--- src/rtl/mul_hilo_ctrl_if.sv ---
// Issue, read and status bundle between the execute stage and the multiply/HI-LO sequencer.
interface mul_hilo_ctrl_if #(
  parameter int WIDTH = 32
);
  logic             start;
  logic [5:0]       op;
  logic [WIDTH-1:0] rs;
  logic [WIDTH-1:0] rt;
  logic             mf_req;
  logic             mf_sel;
  logic             busy;
  logic             stall;
  logic             done;
  logic             mf_valid;
  logic [WIDTH-1:0] mf_data;
  logic [WIDTH-1:0] hi_out;
  logic [WIDTH-1:0] lo_out;

  // Execute stage side: drives issues and reads, observes status.
  modport master (
    output start, op, rs, rt, mf_req, mf_sel,
    input  busy, stall, done, mf_valid, mf_data, hi_out, lo_out
  );

  // Sequencer side.
  modport slave (
    input  start, op, rs, rt, mf_req, mf_sel,
    output busy, stall, done, mf_valid, mf_data, hi_out, lo_out
  );
endinterface

--- src/rtl/mul_hilo_ctrl.sv ---
// Multiply sequencer with HI/LO result registers: 32-step shift-add unsigned
// multiply, commit by overwrite (MULTU) or accumulate (MADDU), and MFHI/MFLO reads.
module mul_hilo_ctrl #(
  parameter int WIDTH = 32
) (
  input  logic           i_clk,
  input  logic           i_rst,
  mul_hilo_ctrl_if.slave bus
);
  localparam logic [5:0] MULTU = 6'd25;
  localparam logic [5:0] MADDU = 6'd1;
  localparam logic [5:0] LAST_CNT = 6'(WIDTH - 1);

  typedef enum logic [1:0] {
    ST_IDLE   = 2'd0,
    ST_MUL    = 2'd1,
    ST_COMMIT = 2'd2
  } state_t;

  state_t               r_state;
  logic [5:0]           r_cnt;
  logic [2*WIDTH:0]     r_prod;
  logic [WIDTH-1:0]     r_mcand;
  logic                 r_opq;
  logic [2*WIDTH-1:0]   r_hilo;
  logic                 r_busy;
  logic                 r_done;
  logic                 r_mf_valid;
  logic [WIDTH-1:0]     r_mf_data;

  logic [WIDTH:0]       w_upper;
  logic [2*WIDTH:0]     w_prod_next;
  logic                 w_is_mul;

  // One shift-add step: conditionally add the multiplicand into the upper half, then shift right.
  always_comb begin
    w_upper     = r_prod[2*WIDTH:WIDTH];
    w_prod_next = r_prod;
    w_is_mul    = 1'b0;
    if (r_prod[0]) begin
      w_upper = {1'b0, r_prod[2*WIDTH-1:WIDTH]} + {1'b0, r_mcand};
    end else begin
      w_upper = r_prod[2*WIDTH:WIDTH];
    end
    w_prod_next = {1'b0, w_upper, r_prod[WIDTH-1:1]};
    w_is_mul    = bus.start & ((bus.op == MULTU) | (bus.op == MADDU));
  end

  // Sequencer FSM: issue in IDLE, WIDTH iterations in MUL, HI/LO update in COMMIT.
  always_ff @(posedge i_clk) begin
    if (i_rst) begin
      r_state <= ST_IDLE;
      r_cnt   <= 6'd0;
      r_prod  <= '0;
      r_mcand <= '0;
      r_opq   <= 1'b0;
      r_hilo  <= '0;
      r_busy  <= 1'b0;
      r_done  <= 1'b0;
    end else begin
      case (r_state)
        ST_IDLE: begin
          r_done <= 1'b0;
          if (w_is_mul) begin
            r_mcand <= bus.rs;
            r_prod  <= {{(WIDTH+1){1'b0}}, bus.rt};
            r_cnt   <= 6'd0;
            r_opq   <= (bus.op == MADDU);
            r_busy  <= 1'b1;
            r_state <= ST_MUL;
          end else begin
            r_busy  <= 1'b0;
            r_state <= ST_IDLE;
          end
        end
        ST_MUL: begin
          r_prod <= w_prod_next;
          r_cnt  <= r_cnt + 6'd1;
          r_busy <= 1'b1;
          if (r_cnt == LAST_CNT) begin
            r_done  <= 1'b1;
            r_state <= ST_COMMIT;
          end else begin
            r_done  <= 1'b0;
            r_state <= ST_MUL;
          end
        end
        ST_COMMIT: begin
          // Accumulate wraps modulo 2^(2*WIDTH); the carry out is dropped.
          if (r_opq) begin
            r_hilo <= r_hilo + r_prod[2*WIDTH-1:0];
          end else begin
            r_hilo <= r_prod[2*WIDTH-1:0];
          end
          r_done  <= 1'b0;
          r_busy  <= 1'b0;
          r_state <= ST_IDLE;
        end
        default: begin
          r_done  <= 1'b0;
          r_busy  <= 1'b0;
          r_state <= ST_IDLE;
        end
      endcase
    end
  end

  // MFHI/MFLO read port: served only in IDLE, so a read sees HI/LO before any same-cycle issue.
  always_ff @(posedge i_clk) begin
    if (i_rst) begin
      r_mf_valid <= 1'b0;
      r_mf_data  <= '0;
    end else if ((r_state == ST_IDLE) && bus.mf_req) begin
      r_mf_valid <= 1'b1;
      r_mf_data  <= bus.mf_sel ? r_hilo[2*WIDTH-1:WIDTH] : r_hilo[WIDTH-1:0];
    end else begin
      r_mf_valid <= 1'b0;
      r_mf_data  <= r_mf_data;
    end
  end

  assign bus.busy     = r_busy;
  assign bus.stall    = r_busy & (bus.start | bus.mf_req);
  assign bus.done     = r_done;
  assign bus.mf_valid = r_mf_valid;
  assign bus.mf_data  = r_mf_data;
  assign bus.hi_out   = r_hilo[2*WIDTH-1:WIDTH];
  assign bus.lo_out   = r_hilo[WIDTH-1:0];
endmodule

--- src/flat_wrapper.sv ---
// flat-port wrapper written by rule: the top's interface ports become plain ports
module mul_hilo_ctrl_flat 
#(
  parameter int WIDTH = 32
)
  (i_clk, i_rst, bus_start, bus_op, bus_rs, bus_rt, bus_mf_req, bus_mf_sel, bus_busy, bus_stall, bus_done, bus_mf_valid, bus_mf_data, bus_hi_out, bus_lo_out);
  mul_hilo_ctrl_if #(.WIDTH(WIDTH)) bus_i ();
  input  logic i_clk;
  input  logic i_rst;
  input wire logic [$bits(bus_i.start)-1:0] bus_start;
  input wire logic [$bits(bus_i.op)-1:0] bus_op;
  input wire logic [$bits(bus_i.rs)-1:0] bus_rs;
  input wire logic [$bits(bus_i.rt)-1:0] bus_rt;
  input wire logic [$bits(bus_i.mf_req)-1:0] bus_mf_req;
  input wire logic [$bits(bus_i.mf_sel)-1:0] bus_mf_sel;
  output wire logic [$bits(bus_i.busy)-1:0] bus_busy;
  output wire logic [$bits(bus_i.stall)-1:0] bus_stall;
  output wire logic [$bits(bus_i.done)-1:0] bus_done;
  output wire logic [$bits(bus_i.mf_valid)-1:0] bus_mf_valid;
  output wire logic [$bits(bus_i.mf_data)-1:0] bus_mf_data;
  output wire logic [$bits(bus_i.hi_out)-1:0] bus_hi_out;
  output wire logic [$bits(bus_i.lo_out)-1:0] bus_lo_out;
  assign bus_i.start = bus_start;
  assign bus_i.op = bus_op;
  assign bus_i.rs = bus_rs;
  assign bus_i.rt = bus_rt;
  assign bus_i.mf_req = bus_mf_req;
  assign bus_i.mf_sel = bus_mf_sel;
  assign bus_busy = bus_i.busy;
  assign bus_stall = bus_i.stall;
  assign bus_done = bus_i.done;
  assign bus_mf_valid = bus_i.mf_valid;
  assign bus_mf_data = bus_i.mf_data;
  assign bus_hi_out = bus_i.hi_out;
  assign bus_lo_out = bus_i.lo_out;
  mul_hilo_ctrl #(.WIDTH(WIDTH)) u_core (.i_clk(i_clk), .i_rst(i_rst), .bus(bus_i));
endmodule
--- config.mk ---
export PLATFORM = sky130hd
export DESIGN_NAME = mul_hilo_ctrl_flat
export DESIGN_NICKNAME = d
export VERILOG_FILES = /design/src/rtl/mul_hilo_ctrl_if.sv /design/src/rtl/mul_hilo_ctrl.sv /design/src/flat_wrapper.sv
export SDC_FILE = /design/constraint.sdc
export NUM_CORES = 1
export LEC_CHECK = 0
export BUFFER_PORTS_ARGS = -buffer_cell sky130_fd_sc_hd__buf_2
export CAP_MARGIN = 25
export CORE_UTILIZATION = 60
export DETAILED_ROUTE_END_ITERATION = 10
export GPL_TIMING_DRIVEN = 0
export PLACE_DENSITY_LB_ADDON = 0.1
export SYNTH_ARGS = -nofsm -noshare
export SYNTH_HDL_FRONTEND = slang
export SYNTH_SLANG_ARGS = --single-unit
--- constraint.sdc ---
create_clock -name i_clk -period 3.65 [get_ports i_clk]
set_input_delay 0.1825 -clock i_clk [delete_from_list [all_inputs] [get_ports i_clk]]
set_output_delay 0.1825 -clock i_clk [all_outputs]
set_load 0.1 [all_outputs]
==> flow_metrics.py, run 1 <==
metrics = {
    "place": {
        "dpl_cell_area_um2": 15480,
        "placedCellCount": 2288,
        "dp_hpwl_um": 40700,
        "portBuffers": 173,
        "routabilityCongestion": 1.009,
    },
    "floorplanning": {
        "rows": 55,
        "dieArea_um2": 24320,
        "io_pins": 175,
        "die_height_um": 155.9,
        "start_util_pct": 62.05,
        "die_width_um": 155.9,
        "core_region_area_um2": 22920,
    },
    "yosys": {
        "synth_flop_cell": "dfxtp_1",
        "ys_seq_elements": 204,
        "synth_edf_count": 0,
        "synth_nets": 1975,
        "async_flop_share_pct": 0,
        "ys_seq_area_share_pct": 28.72,
        "syn_area_um2": 14220,
        "synth_cell_types": 88,
        "postSynthAreaPerCell_um2": 7.891,
        "yosysWarnings": 0,
        "synthCells": 1802,
    },
    "worst_hold_path": {
        "hp-class": "primary input to register",
        "hold_end": "u_core.r_prod[27]",
        "holdPathStages": 3,
        "hold_path.startpoint": "bus_rt[27]",
    },
    "routing": {
        "drt_iter0_drc": 1475,
        "vias": 15760,
        "firstDrtPassIters": 8,
        "vias_per_cell": 6.598,
        "wirelength_um": 55780,
        "drcViolationCount": 0,
        "routedWlPerCell_um": 23.36,
        "ant_nets": 0,
    },
    "power": {
        "p_leak_nw": 7.164,
        "totalPowerFinal_w": 0.005201,
        "ir_worst_vdd_mv": 0.4052,
        "cellPowerDensity_nw_per_um2": 308.5,
    },
    "timing": {
        "clock_skew_ps": 13.60,
        "hold_slack_ps": 8.691,
        "post-route-period-util_pct": 99.53,
        "final_hold_viol_count": 0,
        "tightest_slew_ps": 1096,
        "slew_headroom_pct": 26.90,
        "fmax_mhz": 275.3,
        "finalMaxSlewViolations": 0,
        "setup_violations": 0,
        "min_period_ps": 3633,
    },
    "critical_path": {
        "rr_startpoint": "u_core.r_hilo[2]",
        "worst_path_largest_cell_delay_ps": 570,
        "required_ps": 4100,
        "critPathArrivalTime_ps": 4080,
        "r2r-end": "u_core.r_hilo[37]",
        "critical_path_class": "register to register",
        "cpMostUsedCell": "o211ai_1",
        "crit_path_cell_trace": "ha_1 -> o211ai_1 -> o211ai_1 -> a41oi_2 -> a32oi_2 -> a21boi_2 -> o31ai_4 -> a21boi_0 -> mux2_2 -> a21oi_1",
        "r2r_setup_slack_ps": 20,
        "slowest_stage": "o211ai_1",
        "start_kind": "register",
        "critPathCaptureType": "register",
        "rr_worst_depth": 10,
        "crit_fanout": 5,
    },
    "final_layout": {
        "final_common_cell": "nor2_1",
        "nNetsFinal": 2234,
        "syn_to_final_growth_pct": 18.56,
        "final_area_um2": 16860,
        "fin_util_pct": 73.57,
        "antennaDiodeCount": 0,
        "finalNonFillerCells": 2388,
        "final_cell_mix": "nor2_1 (217), dfxtp_1 (204), a21oi_1 (183), buf_2 (175), nand2_1 (145)",
        "drive_gt1_share_pct": 12.58,
    },
    "global_route": {
        "grt_overflow_total": 0,
        "grt_first_pass_wirelength_um": 84410,
        "first_global_vias": 14980,
        "globalRouteTotalUtil_pct": 45.15,
        "antenna_found_initial": 1,
        "grt_max_degree": 14,
    },
    "clock_network": {
        "htree_levels": 1,
        "clockBufferDepth": 3,
        "cts_sinks": 204,
        "clk_pin_slew_ps": 70,
        "cts_root_buffer": "clkbuf_16",
        "numCtsBuffers": 23,
        "cts_tree": "done",
        "clk_latency_ps": 530,
    },
    "status": {
        "status": "completed",
    },
    "flow_run": {
        "max_cap_violations": 0,
    },
}
-- synth_stat cells, types with 9 or more instances --
cell        n  area [µm²]
nor2_1    217       814.5
dfxtp_1   204        4084
a21oi_1   183       915.9
nand2_1   145       544.3
o21ai_0   111       555.5
clkbuf_1  101       379.1
ha_1       96        1201
mux2i_1    74       740.7
a211oi_1   73       548.0
a21o_1     68       510.5
nor3_1     60       300.3
xnor2_1    44       385.4
inv_1      32       120.1
nand4_1    32       200.2
xor2_1     25       219.0
nand3_1    24       120.1
o21bai_1   24       180.2
a31oi_1    18       112.6
a22oi_1    17       127.6
nand2b_1   13       81.33
clkbuf_8   12       165.2
nor4_1     11       68.82
o21a_1     11       82.58
o22ai_1    11       68.82
and3_1     10       62.56
nor2b_1    10       62.56
nor3b_1    10       75.07
or3_1      10       62.56
buf_1       9       33.78
-- cell type report --
| class | count | area (µm²) |
|---|---|---|
| flip-flops and latches | 204 | 4084 |
| clock buffers | 29 | 618.1 |
| fillers | 1775 | 6057 |
| well taps | 313 | 391.6 |
| plain buffers | 129 | 629.4 |
| inverters | 32 | 120.1 |
| multi-input cells | 1437 | 9410 |
| repair buffers | 234 | 1474 |
| clock inverters | 10 | 131.4 |
-- cells by family after synthesis --
logic type	Yosys count	share of synthesized area [%]
compound gates	622	29.16
fa+ha+maj	98	8.729
mux	77	5.447
simple gates	571	18.43
buf+inv	161	5.271
flops	204	28.72
xor+xnor	69	4.250
-- where the power goes --
group          internal, W  leakage (nW)  switching (W)
registers          0.00226          1.65      0.0000287
clock network      0.00140         0.369       0.000995
logic             0.000156          5.15       0.000357
total              0.00382          7.16        0.00138
-- sequential cells by signal, summed over array words and instances (netlist names) --
name and count:
u_core.r_mcand 32, u_core.r_cnt 6, u_core.r_hilo 64, u_core.bus.done 1, u_core.bus.mf_valid 1, u_core.r_state 2
u_core.bus.mf_data 32, u_core.bus.busy 1, u_core.r_opq 1, u_core.r_prod 64
-- worst max-delay path: cells and delay by family, from the launching register on --
kind	cells	cell delay [ps]
flops	1	380
mux	1	330
compound gates	8	2450
fa+ha+maj	1	390
-- metal layers --
layer / routed length, µm / track usage, % / up-vias
met2: 23820 / 69.54 / 1078
met1: 21810 / 57.64 / 7309
met5: 0 / 0 / -
met3: 7122 / 11.83 / 202
met4: 3026 / 24.04 / 0
li1: - / - / 7168
-- what timing repair did --
action	CTS	global route
buffers inserted	0	1
hold buffers	60	0
resized for setup	0	4
setup endpoints to repair	0	7
hold endpoints to repair	60	0
-- per-stage QoR --
step / setup slack, ps / TNS (ps)
6_report: 17.23 / 0
5_1_grt: -7.487 / -7.487
2_1_floorplan: 41.67 / 0
3_3_place_gp: 137.2 / 0
4_1_cts: 34.93 / 0
3_5_place_dp: 111.5 / 0
-- worst max-delay path by stage --
stage	start	to	slack [ps]	cells after the start
final	u_core.r_hilo[2]	u_core.r_hilo[37]	20	10
after global routing	u_core.r_hilo[2]	u_core.r_hilo[37]	-7	10
after detailed placement	u_core.r_hilo[38]	u_core.r_hilo[59]	110	11
after global placement	u_core.r_hilo[38]	u_core.r_hilo[59]	140	11
after CTS	u_core.r_hilo[1]	u_core.r_hilo[37]	30	10
after floorplan	u_core.r_hilo[37]	u_core.r_hilo[52]	40	11
(Power assumes the default switching activity.)
==> run 2: changes to the inputs <==
--- a/config.mk
+++ b/config.mk
@@ -7,7 +7,9 @@
 export LEC_CHECK = 0
 export BUFFER_PORTS_ARGS = -buffer_cell sky130_fd_sc_hd__buf_2
 export CAP_MARGIN = 25
-export CORE_UTILIZATION = 60
+export CELL_PAD_IN_SITES_DETAIL_PLACEMENT = 0
+export CELL_PAD_IN_SITES_GLOBAL_PLACEMENT = 1
+export CORE_UTILIZATION = 44
 export DETAILED_ROUTE_END_ITERATION = 10
 export GPL_TIMING_DRIVEN = 0
 export PLACE_DENSITY_LB_ADDON = 0.1
==> flow_metrics.py, run 2 (synthesized netlist as in run 1, its figures left out) <==
metrics = {
    "routing": {
        "drcViolationCount": 0,
        "vias_per_cell": 5.992,
        "wirelength_um": 56930,
        "ant_nets": 0,
        "drt_iter0_drc": 1303,
        "vias": 14930,
        "firstDrtPassIters": 5,
        "routedWlPerCell_um": 22.86,
    },
    "critical_path": {
        "critPathArrivalTime_ps": 3960,
        "cpMostUsedCell": "o211ai_1",
        "required_ps": 4080,
        "crit_fanout": 4,
        "critPathCaptureType": "register",
        "critical_path_class": "register to register",
        "r2r_setup_slack_ps": 120,
        "crit_path_cell_trace": "ha_1 -> o211ai_1 -> o211ai_1 -> a311oi_1 -> a2bb2oi_2 -> a21oi_1 -> o21bai_1 -> a311oi_2 -> xor2_1 -> a2111oi_0",
        "slowest_stage": "o211ai_1",
        "start_kind": "register",
        "worst_path_largest_cell_delay_ps": 550,
    },
    "timing": {
        "final_hold_viol_count": 0,
        "finalMaxSlewViolations": 0,
        "tightest_slew_ps": 1110,
        "clock_skew_ps": 9.072,
        "slew_headroom_pct": 26.02,
        "fin_ws_ps": 122.5,
        "min_period_ps": 3528,
        "fmax_mhz": 283.5,
        "setup_violations": 0,
        "post-route-period-util_pct": 96.65,
        "rsz0062_at_grt": "no",
    },
    "final_layout": {
        "fin_util_pct": 54.38,
        "drive_gt1_share_pct": 13.40,
        "final_cell_mix": "nor2_1 (217), dfxtp_1 (202), a21oi_1 (182), buf_2 (175), nand2_1 (145)",
        "final_common_cell": "nor2_1",
        "n_fill_cell": 3132,
        "regArea_um2": 4086,
        "largestRegisters": "u_core.r_hilo x64, u_core.r_prod x64",
        "antennaDiodeCount": 0,
        "multi_input_area_um2": 9444,
        "syn_to_final_growth_pct": 20.99,
        "nNetsFinal": 2244,
    },
    "place": {
        "portBuffers": 173,
        "post-place-ws_ps": -139.1,
        "routabilityCongestion": 0.9719,
        "dp_hpwl_um": 44050,
    },
    "clock_network": {
        "clk_pin_slew_ps": 60,
        "cts_sinks": 204,
        "clockBufferDepth": 3,
        "htree_levels": 1,
        "cts_tree": "done",
        "numCtsBuffers": 25,
        "cts_root_buffer": "clkbuf_16",
        "clk_latency_ps": 550,
    },
    "global_route": {
        "grt_max_degree": 14,
        "globalRouteTotalUtil_pct": 33.67,
        "first_global_vias": 13890,
        "grt_first_pass_wirelength_um": 84840,
        "antenna_found_initial": 1,
        "grt_overflow_total": 0,
    },
    "power": {
        "ir_worst_vdd_mv": 0.3149,
        "p_leak_nw": 7.272,
        "cellPowerDensity_nw_per_um2": 316.6,
    },
    "floorplanning": {
        "io_pins": 175,
        "core_region_area_um2": 31640,
        "die_width_um": 181.8,
        "die_height_um": 181.8,
        "rows": 65,
        "dieArea_um2": 33040,
        "start_util_pct": 44.95,
    },
    "status": {
        "status": "completed",
    },
    "worst_hold_path": {
        "hp-class": "primary input to register",
    },
    "flow_run": {
        "max_cap_violations": 0,
    },
}
-- run 2: changes by cell type in the layout (fill, tap and decap cells not counted), moves of 2 or more --
cell / delta
buf_4: +3
dfxtp_1: -2
dfxtp_2: +2
dlygate4sd3_1: +4
clkbuf_16: +2
clkbuf_1: -2
clkbuf_8: +7
-- run 2: cell type report --
class,count,area share [%]
repair buffers,242,8.996
clock inverters,9,0.6764
clock buffers,36,4.400
plain buffers,129,3.658
well taps,402,2.924
flip-flops and latches,204,23.75
inverters,32,0.6982
multi-input cells,1437,54.89
-- run 2: through the flow --
step / std cells / power [W] / TNS (ps) / hold slack [ps] / instance area, µm²
floorplan: 1802 / 0.002639 / 0 / 318.5 / 14220
global placement: 2377 / 0.002784 / -110.5 / 424.2 / 15590
detailed placement: 2377 / 0.002787 / -139.1 / 428.4 / 15590
CTS: 2486 / 0.005466 / 0 / 27.24 / 17110
global route: 2491 / 0.005585 / 0 / 74.40 / 17200
finish: 2491 / 0.005446 / 0 / 38.55 / 17200
-- run 2: worst max-delay path, delay by kind of cell (launching register included) --
kind | cells | cell delay (ps)
AO/OA/AOI/OAI | 8 | 2470
flip-flops | 1 | 380
adder cells (fa/ha/maj) | 1 | 390
XOR/XNOR | 1 | 170
-- run 2: path summary, 6_finish.rpt --
check	from	end	depth (start not counted)
setup reg to reg	u_core.r_hilo[2]	u_core.r_hilo[39]	10
setup / recovery	u_core.r_hilo[2]	u_core.r_hilo[39]	10
hold reg to reg	u_core.r_mcand[16]	u_core.r_mcand[16]	2
hold / removal	bus_op[3]	u_core.r_opq	4
-- run 2: per-layer routing --
| layer | up-vias | routed length (µm) | track usage (%) |
|---|---|---|---|
| met1 | 7092 | 26540 | 46.87 |
| met2 | 536 | 24700 | 52.92 |
| met5 | - | 0 | 0 |
| met3 | 96 | 3427 | 3.811 |
| li1 | 7203 | - | - |
| met4 | 0 | 2267 | 13.42 |
-- run 2: repair_timing --
item                                    CTS  global route
hold endpoints to repair                 64             0
pin swaps                                 0             3
endpoints found under the setup margin    1            13
resized for setup                         2            11
buffers inserted                          0             4
hold buffers                             64             0
gates cloned                              0             0
-- run 2: where the power goes --
part           total, W  switching (W)  internal (W)
sequential      0.00229      0.0000265       0.00226
combinational  0.000509       0.000351      0.000158
clock           0.00265        0.00107       0.00158
